===== src/rtl/meta_write_arbiter_if.sv =====
// Metadata write request bundle: N requesting channels in, one registered
// winner out, plus the index of the channel that produced the held request.
interface meta_write_arbiter_if #(
    parameter int N        = 3,
    parameter int CHOSEN_W = 2,
    parameter int IDX_W    = 7,
    parameter int WAYS     = 1,
    parameter int TAG_W    = 19,
    parameter int COH_W    = 2
);
    logic [N-1:0]       io_in_valid;
    logic [N-1:0]       io_in_ready;
    logic [N*IDX_W-1:0] io_in_bits_idx;
    logic [N*WAYS-1:0]  io_in_bits_way_en;
    logic [N*TAG_W-1:0] io_in_bits_data_tag;
    logic [N*COH_W-1:0] io_in_bits_data_coh_state;

    logic               io_out_ready;
    logic               io_out_valid;
    logic [IDX_W-1:0]   io_out_bits_idx;
    logic [WAYS-1:0]    io_out_bits_way_en;
    logic [TAG_W-1:0]   io_out_bits_data_tag;
    logic [COH_W-1:0]   io_out_bits_data_coh_state;
    logic [CHOSEN_W-1:0] io_chosen;

    // Requesters and the array-side consumer.
    modport master (
        output io_in_valid, io_in_bits_idx, io_in_bits_way_en,
               io_in_bits_data_tag, io_in_bits_data_coh_state, io_out_ready,
        input  io_in_ready, io_out_valid, io_out_bits_idx, io_out_bits_way_en,
               io_out_bits_data_tag, io_out_bits_data_coh_state, io_chosen
    );

    // The arbiter itself.
    modport slave (
        input  io_in_valid, io_in_bits_idx, io_in_bits_way_en,
               io_in_bits_data_tag, io_in_bits_data_coh_state, io_out_ready,
        output io_in_ready, io_out_valid, io_out_bits_idx, io_out_bits_way_en,
               io_out_bits_data_tag, io_out_bits_data_coh_state, io_chosen
    );
endinterface


===== src/rtl/meta_write_arbiter.sv =====
// N-way metadata write arbiter with a registered output stage.
// Fixed priority (channel 0 highest) or round-robin, selected by RR_MODE.
// The output register refills on the same edge it drains, giving one
// request per cycle when the array keeps io_out_ready high.
module meta_write_arbiter #(
    parameter int N        = 3,
    parameter int CHOSEN_W = 2,
    parameter int IDX_W    = 7,
    parameter int WAYS     = 1,
    parameter int TAG_W    = 19,
    parameter int COH_W    = 2,
    parameter int RR_MODE  = 0
) (
    input logic clk,
    input logic reset,
    meta_write_arbiter_if.slave io
);
    localparam int PTR_W = (N > 1) ? $clog2(N) : 1;
    localparam logic [PTR_W-1:0] LAST_CH = PTR_W'(N - 1);

    logic              load;
    logic              found;
    logic [N-1:0]      grant;
    logic [PTR_W-1:0]  last_grant;
    logic [PTR_W-1:0]  first_cand;
    logic [PTR_W-1:0]  cand;
    logic [PTR_W-1:0]  winner;

    logic [IDX_W-1:0]  sel_idx;
    logic [WAYS-1:0]   sel_way_en;
    logic [TAG_W-1:0]  sel_tag;
    logic [COH_W-1:0]  sel_coh;

    logic                out_valid;
    logic [IDX_W-1:0]    out_idx;
    logic [WAYS-1:0]     out_way_en;
    logic [TAG_W-1:0]    out_tag;
    logic [COH_W-1:0]    out_coh;
    logic [CHOSEN_W-1:0] out_chosen;

    // The slot can take a new request when empty or when it drains this cycle.
    assign load = ~out_valid | io.io_out_ready;

    // Walk the channels once, starting after the last winner in round-robin
    // mode (or at channel 0 in fixed mode); the first valid one wins.
    always_comb begin
        first_cand = '0;
        if (RR_MODE != 0) begin
            first_cand = (last_grant == LAST_CH) ? '0 : last_grant + PTR_W'(1);
        end
        cand   = first_cand;
        winner = '0;
        found  = 1'b0;
        grant  = '0;
        for (int k = 0; k < N; k++) begin
            if (!found && io.io_in_valid[cand]) begin
                found  = 1'b1;
                winner = cand;
            end
            cand = (cand == LAST_CH) ? '0 : cand + PTR_W'(1);
        end
        if (found) begin
            grant[winner] = 1'b1;
        end
    end

    // Route the winning channel's fields toward the output register.
    always_comb begin
        sel_idx    = io.io_in_bits_idx[int'(winner)*IDX_W +: IDX_W];
        sel_way_en = io.io_in_bits_way_en[int'(winner)*WAYS +: WAYS];
        sel_tag    = io.io_in_bits_data_tag[int'(winner)*TAG_W +: TAG_W];
        sel_coh    = io.io_in_bits_data_coh_state[int'(winner)*COH_W +: COH_W];
    end

    assign io.io_in_ready = {N{load}} & grant;

    // Output register: capture the winner on load, go idle when nothing asks,
    // and hold everything while the array stalls us. Bits keep their old
    // value across idle cycles.
    always_ff @(posedge clk or negedge reset) begin
        if (!reset) begin
            out_valid  <= 1'b0;
            out_idx    <= '0;
            out_way_en <= '0;
            out_tag    <= '0;
            out_coh    <= '0;
            out_chosen <= '0;
        end else if (load) begin
            out_valid <= found;
            if (found) begin
                out_idx    <= sel_idx;
                out_way_en <= sel_way_en;
                out_tag    <= sel_tag;
                out_coh    <= sel_coh;
                out_chosen <= CHOSEN_W'(winner);
            end
        end
    end

    // Round-robin pointer only advances on an accepted grant; resetting it to
    // the last channel makes channel 0 the first to be searched.
    always_ff @(posedge clk or negedge reset) begin
        if (!reset) begin
            last_grant <= LAST_CH;
        end else if ((RR_MODE != 0) && load && found) begin
            last_grant <= winner;
        end
    end

    assign io.io_out_valid               = out_valid;
    assign io.io_out_bits_idx            = out_idx;
    assign io.io_out_bits_way_en         = out_way_en;
    assign io.io_out_bits_data_tag       = out_tag;
    assign io.io_out_bits_data_coh_state = out_coh;
    assign io.io_chosen                  = out_chosen;
endmodule

===== src/flat_wrapper.sv =====
// flat-port wrapper written by rule: the top's interface ports become plain ports
module meta_write_arbiter_flat 
#(
    parameter int N        = 3,
    parameter int CHOSEN_W = 2,
    parameter int IDX_W    = 7,
    parameter int WAYS     = 1,
    parameter int TAG_W    = 19,
    parameter int COH_W    = 2,
    parameter int RR_MODE  = 0
)
  (clk, reset, io_io_in_valid, io_io_in_bits_idx, io_io_in_bits_way_en, io_io_in_bits_data_tag, io_io_in_bits_data_coh_state, io_io_out_ready, io_io_in_ready, io_io_out_valid, io_io_out_bits_idx, io_io_out_bits_way_en, io_io_out_bits_data_tag, io_io_out_bits_data_coh_state, io_io_chosen);
  meta_write_arbiter_if #(.N(N), .CHOSEN_W(CHOSEN_W), .IDX_W(IDX_W), .WAYS(WAYS), .TAG_W(TAG_W), .COH_W(COH_W)) io_i ();
  input logic clk;
  input logic reset;
  input wire logic [$bits(io_i.io_in_valid)-1:0] io_io_in_valid;
  input wire logic [$bits(io_i.io_in_bits_idx)-1:0] io_io_in_bits_idx;
  input wire logic [$bits(io_i.io_in_bits_way_en)-1:0] io_io_in_bits_way_en;
  input wire logic [$bits(io_i.io_in_bits_data_tag)-1:0] io_io_in_bits_data_tag;
  input wire logic [$bits(io_i.io_in_bits_data_coh_state)-1:0] io_io_in_bits_data_coh_state;
  input wire logic [$bits(io_i.io_out_ready)-1:0] io_io_out_ready;
  output wire logic [$bits(io_i.io_in_ready)-1:0] io_io_in_ready;
  output wire logic [$bits(io_i.io_out_valid)-1:0] io_io_out_valid;
  output wire logic [$bits(io_i.io_out_bits_idx)-1:0] io_io_out_bits_idx;
  output wire logic [$bits(io_i.io_out_bits_way_en)-1:0] io_io_out_bits_way_en;
  output wire logic [$bits(io_i.io_out_bits_data_tag)-1:0] io_io_out_bits_data_tag;
  output wire logic [$bits(io_i.io_out_bits_data_coh_state)-1:0] io_io_out_bits_data_coh_state;
  output wire logic [$bits(io_i.io_chosen)-1:0] io_io_chosen;
  assign io_i.io_in_valid = io_io_in_valid;
  assign io_i.io_in_bits_idx = io_io_in_bits_idx;
  assign io_i.io_in_bits_way_en = io_io_in_bits_way_en;
  assign io_i.io_in_bits_data_tag = io_io_in_bits_data_tag;
  assign io_i.io_in_bits_data_coh_state = io_io_in_bits_data_coh_state;
  assign io_i.io_out_ready = io_io_out_ready;
  assign io_io_in_ready = io_i.io_in_ready;
  assign io_io_out_valid = io_i.io_out_valid;
  assign io_io_out_bits_idx = io_i.io_out_bits_idx;
  assign io_io_out_bits_way_en = io_i.io_out_bits_way_en;
  assign io_io_out_bits_data_tag = io_i.io_out_bits_data_tag;
  assign io_io_out_bits_data_coh_state = io_i.io_out_bits_data_coh_state;
  assign io_io_chosen = io_i.io_chosen;
  meta_write_arbiter #(.N(N), .CHOSEN_W(CHOSEN_W), .IDX_W(IDX_W), .WAYS(WAYS), .TAG_W(TAG_W), .COH_W(COH_W), .RR_MODE(RR_MODE)) u_core (.clk(clk), .reset(reset), .io(io_i));
endmodule

===== config.mk =====
export PLATFORM = sky130hd
export DESIGN_NAME = meta_write_arbiter_flat
export DESIGN_NICKNAME = d
export VERILOG_FILES = /design/src/rtl/meta_write_arbiter_if.sv /design/src/rtl/meta_write_arbiter.sv /design/src/flat_wrapper.sv
export SDC_FILE = /design/constraint.sdc
export NUM_CORES = 1
export LEC_CHECK = 0
export BUFFER_PORTS_ARGS = -buffer_cell sky130_fd_sc_hd__buf_2
export CAP_MARGIN = 20
export CORE_UTILIZATION = 47
export DETAILED_ROUTE_END_ITERATION = 6
export GPL_ROUTABILITY_DRIVEN = 0
export HOLD_SLACK_MARGIN = 0.15
export PLACE_DENSITY = 0.88
export SYNTH_ARGS = -nofsm -noshare
export SYNTH_HDL_FRONTEND = slang
export SYNTH_SLANG_ARGS = --single-unit

===== constraint.sdc =====
create_clock -name clk -period 2.3 [get_ports clk]
set_input_delay 0.46 -clock clk [delete_from_list [all_inputs] [get_ports clk]]
set_output_delay 0.46 -clock clk [all_outputs]
set_load 0.05 [all_outputs]

==> flow_metrics.env, run 1 <==
export IMPL_antenna_cells=0
export IMPL_initial_core_util_pct=49.26
export IMPL_clockBufferDepth=2
export IMPL_use_met3_pct=3.924
export IMPL_core_area_um2=4384
export IMPL_busiest_layer="met2"
export IMPL_ios=128
export IMPL_grtUsageMet2_pct=45.51
export IMPL_synth_most_common_cell="dfrtp_1"
export IMPL_status="complete, no violations"
export IMPL_rsz0062_at_grt="false"
export IMPL_path_cells="nor2b_2 > nor4b_2 > buf_2"
export IMPL_post_cts_buffers=0
export IMPL_ys_top_cells_by_count="32 x dfrtp_1, 29 x a21oi_1, 28 x nand2b_1, 28 x nor2_1, 28 x o21ai_0"
export IMPL_num_vias=2289
export IMPL_slew_headroom_pct=52.66
export IMPL_cts_sinks=32
export IMPL_max_stage_delay_ns=0.38
export IMPL_clock_latency_ns=0.27
export IMPL_ctsResizeCount=0
export IMPL_worstSetupEndpointType="output port"
export IMPL_cts_tree="yes"
export IMPL_synth_edff_count=0
export IMPL_seq_area_frac_synth_pct=37.08
export IMPL_hold_viol_final=0
export IMPL_met1_usage_pct=31.37
export IMPL_drt_initial_drc_count=119
export IMPL_fillers=380
export IMPL_stdcell_count=414
export IMPL_setup_viol=0
export IMPL_cts_htree_levels=2
export IMPL_grt_max_degree=37
export IMPL_finalNetCount=455
export IMPL_hold_buffers=0
export IMPL_final_min_clock_period_ns=1.862
export IMPL_cts_root_buf="clkbuf_8"
export IMPL_numCtsBuffers=5
export IMPL_die_width_um=69.79
export IMPL_clkTransAtPathRegs_ns=0.06
export IMPL_slowest_stage="dfrtp_1"
export IMPL_drive_above_1_share_pct=45.58
export IMPL_grt_pass1_wl_um=10110
export IMPL_post_route_period_util_pct=80.97
export IMPL_synth_fp_nets=337
export IMPL_globalRouteOverflowTotal=0
export IMPL_synth_top_cells_by_area="dfrtp_1 37%, or3b_1 11%, nand2b_1 8.1%"
export IMPL_drc=0
export IMPL_fin_skew_ns=0.004381
export IMPL_grt_util_all_layers_pct=25.68
export IMPL_wl_um=6045
export IMPL_dp_cells=407
export IMPL_yosys_area_top_type_share_pct=37.08
export IMPL_p_leak_uw=0.001388
export IMPL_placed_area_um2=2818
export IMPL_crit_arrival_ns=1.40
export IMPL_synth_top_area_cell="dfrtp_1"
export IMPL_dp_hpwl_um=4478
export IMPL_drtAntennaViolNets=0
export IMPL_drv_cap=0
export IMPL_ir_worst_vdd_mv=0.3048
export IMPL_max_freq_mhz=536.9
export IMPL_viasPerCell=5.529
export IMPL_hold_class="in -> async"
export IMPL_syn_area_um2=2160
export IMPL_synthFlopType="dfrtp_1"
export IMPL_worstPathRequired_ns=1.84
export IMPL_core_rowCount=24
export IMPL_synth_async_reset_ratio_pct=100.0
export IMPL_power_density_nw_per_um2=636.7
export IMPL_wl_per_cell_um=14.60
export IMPL_grt_pass1_vias=2275
export IMPL_synth_seq_cells=32
export IMPL_syn_to_final_growth_pct=34.94
export IMPL_criticalPathCategory="reg -> out"
export IMPL_die_area_um2=4870
export IMPL_syn_area_per_cell_um2=8.851
export IMPL_io_buffers=127
export IMPL_worst_pin_slew_ns=0.7101
export IMPL_hold_slack_ns=0.2375
export IMPL_die_h_um=69.79
export IMPL_antenna_found_initial=0
export IMPL_drtPass1Iterations=5
export IMPL_post_synth_num_cell_types=26
export IMPL_maxSlewViolCount=0
export IMPL_yosysWarnings=0
export IMPL_startpoint_type="flip-flop"
export IMPL_final_setup_tns_ns=0
export IMPL_critPathMaxFanout=5
export IMPL_syn_inst=244
export IMPL_fin_area_um2=2914
## kinds of logic (layout without fill, tap and decap cells)
group | Yosys count | in the layout | share of synthesized area (%)
flops | 32 | 32 | 37.08
compound gates | 90 | 90 | 27.52
simple gates | 95 | 95 | 28.10
buf+inv | 27 | 145 | 7.300
## cell type report
class	count	area (um^2)	area share [%]
clock buffers	7	96.34	3.306
multi-input cells	185	1221	41.91
flip-flops and latches	32	800.8	27.48
well taps	52	65.06	2.233
repair buffers	138	730.7	25.08
## routing by layer
layer	vias up	share of wire (%)
li1	1106	-
met1	1084	41
met2	89	52
met3	10	5.0
met4	0	1.8
met5	-	0
## report_power, final
group,leakage [uW],internal (uW),switching (uW)
combinational,0.000955,227,498
sequential,0.000382,640,36.0
clock,0.0000503,266,188
## through the flow
step	utilization, %	setup WS, ns	power, uW
2_1_floorplan	-	0.04866	1196
3_3_place_gp	64.27	0.5445	1397
6_report	66.47	0.4376	1855
4_1_cts	66.47	0.4114	1868
5_1_grt	66.47	0.3587	1952
3_5_place_dp	64.27	0.5307	1412
## flip-flops by register name, summed over array words and instances (netlist names)
register,flops
u_core.io.io_out_bits_data_coh_state,2
u_core.io.io_out_bits_way_en,1
u_core.io.io_out_bits_idx,7
u_core.io.io_out_bits_data_tag,19
u_core.io.io_chosen,2
u_core.io.io_out_valid,1
## worst paths after layout
kind,start,end,cells past startpoint,slack (ns)
max reg2reg,u_core.io.io_out_valid,u_core.io.io_out_bits_idx[0],5,0.61
min reg2reg,u_core.io.io_chosen[0],u_core.io.io_chosen[0],1,0.48
min in group clk,u_core.io.io_chosen[0],u_core.io.io_chosen[0],1,0.48
max,u_core.io.io_out_valid,io_io_in_ready[2],3,0.44
max in group asynchronous,reset,u_core.io.io_out_valid,1,1.61
min,reset,u_core.io.io_out_bits_data_tag[14],1,0.24
## layout by cell type, fill, tap and decap left out
| cell | netlist | layout |
|---|---|---|
| clkbuf_8 | 0 | 7 |
| nor3b_2 | 0 | 1 |
| a21oi_1 | 29 | 29 |
| o21ai_0 | 28 | 28 |
| or4_1 | 1 | 1 |
| a21o_1 | 2 | 2 |
| buf_12 | 0 | 1 |
| or3b_2 | 2 | 2 |
| nor3_4 | 0 | 1 |
| nor4b_2 | 0 | 1 |
| buf_4 | 1 | 10 |
| nor2b_2 | 0 | 1 |
| buf_2 | 3 | 127 |
| o21ai_1 | 1 | 1 |
| or2_2 | 1 | 1 |
| nor2_1 | 28 | 28 |
| o31ai_1 | 16 | 16 |
| nor2b_1 | 3 | 2 |
| nor3b_1 | 2 | 1 |
| o41ai_1 | 1 | 1 |
| dfrtp_1 | 32 | 32 |
| o31ai_2 | 12 | 12 |
| nand2b_1 | 28 | 28 |
| or2_1 | 1 | 1 |
| or3b_1 | 27 | 27 |
| o21ba_2 | 1 | 1 |
## worst max-delay path: cells and delay by family, from the launching register on
| family | cells | cell delay [ns] |
|---|---|---|
| AND/OR/NAND/NOR | 2 | 0.44 |
| flip-flops | 1 | 0.38 |
| buffers and inverters | 1 | 0.31 |
Power figures use the tool's default switching activity.
==> run 2: changes to the inputs <==
--- a/config.mk
+++ b/config.mk
@@ -5,13 +5,14 @@
 export SDC_FILE = /design/constraint.sdc
 export NUM_CORES = 1
 export LEC_CHECK = 0
+export ABC_AREA = 1
 export BUFFER_PORTS_ARGS = -buffer_cell sky130_fd_sc_hd__buf_2
 export CAP_MARGIN = 20
-export CORE_UTILIZATION = 47
+export CORE_UTILIZATION = 42
 export DETAILED_ROUTE_END_ITERATION = 6
 export GPL_ROUTABILITY_DRIVEN = 0
 export HOLD_SLACK_MARGIN = 0.15
-export PLACE_DENSITY = 0.88
+export PLACE_DENSITY = 0.83
 export SYNTH_ARGS = -nofsm -noshare
 export SYNTH_HDL_FRONTEND = slang
 export SYNTH_SLANG_ARGS = --single-unit
==> constraint.sdc (replaced) <==
create_clock -name clk -period 1.75 [get_ports clk]
set_input_delay 0.35 -clock clk [delete_from_list [all_inputs] [get_ports clk]]
set_output_delay 0.35 -clock clk [all_outputs]
set_load 0.05 [all_outputs]
==> run 2 against run 1 <==
Compared with the run above:
- combinational power up 42%
- via count down 2.5%
- clock power up 32%
- critical path depth up 1
- core utilization down 5.5 points
- clock skew down 0.0022 ns
- critical path type unchanged
- final area down 8.9%
- power up 37%
- global-route usage down 2.9 points
- non-clock buffer count down 6
==> flow_metrics.env, run 2 <==
export IMPL_clockBufferDepth=2
export IMPL_dp_hpwl_um=3770
export IMPL_clock_latency_ns=0.28
export IMPL_cp_depth=4
export IMPL_hold_slack_ns=0.3668
export IMPL_synth_async_reset_ratio_pct=100.0
export IMPL_worstRegToRegCells=6
export IMPL_grt_max_degree=60
export IMPL_num_vias=2231
export IMPL_setup_viol=0
export IMPL_drt_initial_drc_count=98
export IMPL_core_rowCount=24
export IMPL_r2r_start="u_core.io.io_out_valid"
export IMPL_fin_skew_ns=0.002222
export IMPL_worst_pin_slew_ns=0.7018
export IMPL_ir_worst_vdd_mv=0.5748
export IMPL_seq_area_frac_synth_pct=42.27
export IMPL_p_leak_uw=0.001631
export IMPL_grt_pass1_wl_um=8811
export IMPL_cts_sinks=32
export IMPL_finalNetCount=515
export IMPL_fin_area_um2=2654
export IMPL_slowest_stage="dfrtp_1"
export IMPL_syn_inst=301
export IMPL_r2r_slack_ns=0.63
export IMPL_antenna_found_initial=0
export IMPL_power_density_nw_per_um2=960.3
export IMPL_ctsResizeCount=0
export IMPL_critical_path_top_delay_family="flip-flops"
export IMPL_post_route_period_util_pct=90.13
export IMPL_ios=128
export IMPL_p_sw_share_pct=41.51
export IMPL_synth_seq_cells=32
export IMPL_drv_cap=0
export IMPL_min_delay_path_depth=5
export IMPL_synth_top_cells_by_area="dfrtp_1 42%, nand2_1 30%, nor2_1 12%"
export IMPL_crit_start="u_core.io.io_out_valid"
export IMPL_final_min_clock_period_ns=1.577
export IMPL_yosysWarnings=0
export IMPL_die_width_um=69.16
export IMPL_drtAntennaViolNets=0
export IMPL_synth_top_area_cell="dfrtp_1"
export IMPL_path_cells="nand2_1 > inv_1 > nor2_1 > buf_2"
export IMPL_clkTransAtPathRegs_ns=0.06
export IMPL_viasPerCell=4.707
export IMPL_ys_top_cells_by_count="151 x nand2_1, 62 x nor2_1, 32 x dfrtp_1"
export IMPL_die_area_um2=4783
export IMPL_initial_core_util_pct=43.51
export IMPL_cts_htree_levels=2
export IMPL_layout_common_cells="150 x nand2_1, 127 x buf_2, 61 x nor2_1"
export IMPL_hold_end="u_core.io.io_out_bits_data_tag[16]"
export IMPL_worstPathRequired_ns=1.40
export IMPL_startpoint_type="flip-flop"
export IMPL_critPathMaxFanout=3
export IMPL_drtPass1Iterations=4
export IMPL_yosys_area_top_type_share_pct=42.27
export IMPL_drc=0
export IMPL_syn_area_per_cell_um2=6.293
export IMPL_wl_per_cell_um=10.98
export IMPL_status="complete, no violations"
export IMPL_synth_fp_nets=394
export IMPL_rsz0062_at_grt="false"
export IMPL_core_area_um2=4354
export IMPL_finalPower_uw=2549
export IMPL_numCtsBuffers=5
export IMPL_grt_pass1_vias=2048
export IMPL_min_from="io_io_in_bits_data_tag[35]"
export IMPL_largest_reg_flops=19
export IMPL_cts_root_buf="clkbuf_8"
export IMPL_hold_class="in -> reg"
export IMPL_maxSlewViolCount=0
export IMPL_timing_rr_end="u_core.io.io_out_bits_data_coh_state[1]"
export IMPL_slew_headroom_pct=53.21
export IMPL_antenna_cells=0
export IMPL_wl_um=5205
export IMPL_drive_above_1_share_pct=34.12
export IMPL_synthFlopType="dfrtp_1"
export IMPL_hold_viol_final=0
export IMPL_crit_arrival_ns=1.23
export IMPL_seqPwrFrac_pct=36.0
export IMPL_layout_commonest_cell="nand2_1"
export IMPL_final_setup_tns_ns=0
export IMPL_clkPwrFrac_pct=23.6
export IMPL_fin_util_pct=60.95
export IMPL_die_h_um=69.16
export IMPL_post_synth_num_cell_types=11
export IMPL_criticalPathCategory="reg -> out"
export IMPL_worstSetupEndpointType="output port"
export IMPL_syn_to_final_growth_pct=40.09
export IMPL_syn_area_um2=1894
export IMPL_max_stage_delay_ns=0.37
export IMPL_globalRouteOverflowTotal=0
export IMPL_cts_tree="yes"
export IMPL_combinationalPowerShare_pct=40.4
export IMPL_power_switching_uw=1058
export IMPL_placed_area_um2=2547
export IMPL_max_freq_mhz=634.0
export IMPL_synth_edff_count=0
export IMPL_io_buffers=127
export IMPL_grt_util_all_layers_pct=22.79
export IMPL_synth_most_common_cell="nand2_1"
export IMPL_p_int_uw=1491
export IMPL_critPathBufInv=2
==> run 2: cell types whose count changed after synthesis, moves of 11 or more <==
cell	change
or3b_1	-27
o31ai_2	-12
nand2_1	+151
clkbuf_1	-12
buf_2	+11
nand3_1	+29
a21oi_1	-29
nand2b_1	-28
o21ai_0	-26
o31ai_1	-16
nor2_1	+34
==> run 2: metrics by stage <==
stage	std cells	worst slack [ns]
global route	474	0.07149
global placement	466	0.2895
CTS	474	0.1576
floorplan	301	-0.07260
detailed placement	466	0.2753
finish	474	0.1728
==> run 2: final cells by class <==
cell class                      count  area, um^2
Clock buffer                        7       96.34
Fill cell                         423        1700
Timing Repair Buffer              132       700.7
Sequential cell                    32       800.8
Multi-Input combinational cell    246       972.2
Inverter                            5       18.77
Tap cell                           52       65.06
==> run 2: how the worst max path moves through the flow <==
stage,to
2_1_floorplan,io_io_in_ready[0]
3_3_place_gp,u_core.io.io_out_bits_idx[4]
3_5_place_dp,u_core.io.io_out_bits_data_tag[12]
4_1_cts,io_io_in_ready[1]
5_1_grt,io_io_in_ready[1]
6_report,io_io_in_ready[1]
==> run 2: cell families after synthesis <==
group / after synthesis / synth area share [%]
compound gates: 2 / 0.5284
flops: 32 / 42.27
buf+inv: 23 / 6.671
simple gates: 244 / 50.53
==> run 2: metal layers <==
layer | wire, um | share of wire, % | track usage, % | vias to the layer above
met4 | 34 | 0.65 | 5.669 | 0
met3 | 383 | 7.4 | 6.140 | 4
met2 | 2598 | 50 | 40.99 | 95
met1 | 2190 | 42 | 26.67 | 977
li1 | - | - | - | 1155
met5 | 0 | 0 | 0 | -
==> run 2: power groups by stage <==
| stage | Sequential, uW | Clock [uW] | Combinational, uW |
|---|---|---|---|
| after floorplan | 1360 | 0 | 298 |
| after global placement | 925 | 0 | 1020 |
| after detailed placement | 930 | 0 | 1030 |
| after CTS | 918 | 617 | 1040 |
| after global routing | 934 | 650 | 1110 |
| final | 917 | 601 | 1030 |
==> run 2: repair_timing <==
item	CTS	global route
hold buffers	1	0
endpoints found under the hold margin	18	0
setup endpoints to repair	0	0
setup buffers	0	0
==> run 2: worst register-to-register path: stages (launching register included) <==
cell     delay, ns
dfrtp_1       0.33
nand2_1       0.09
nand2_2       0.11
buf_4         0.28
nor2_1        0.09
nand2_1       0.06
nand2_1       0.05
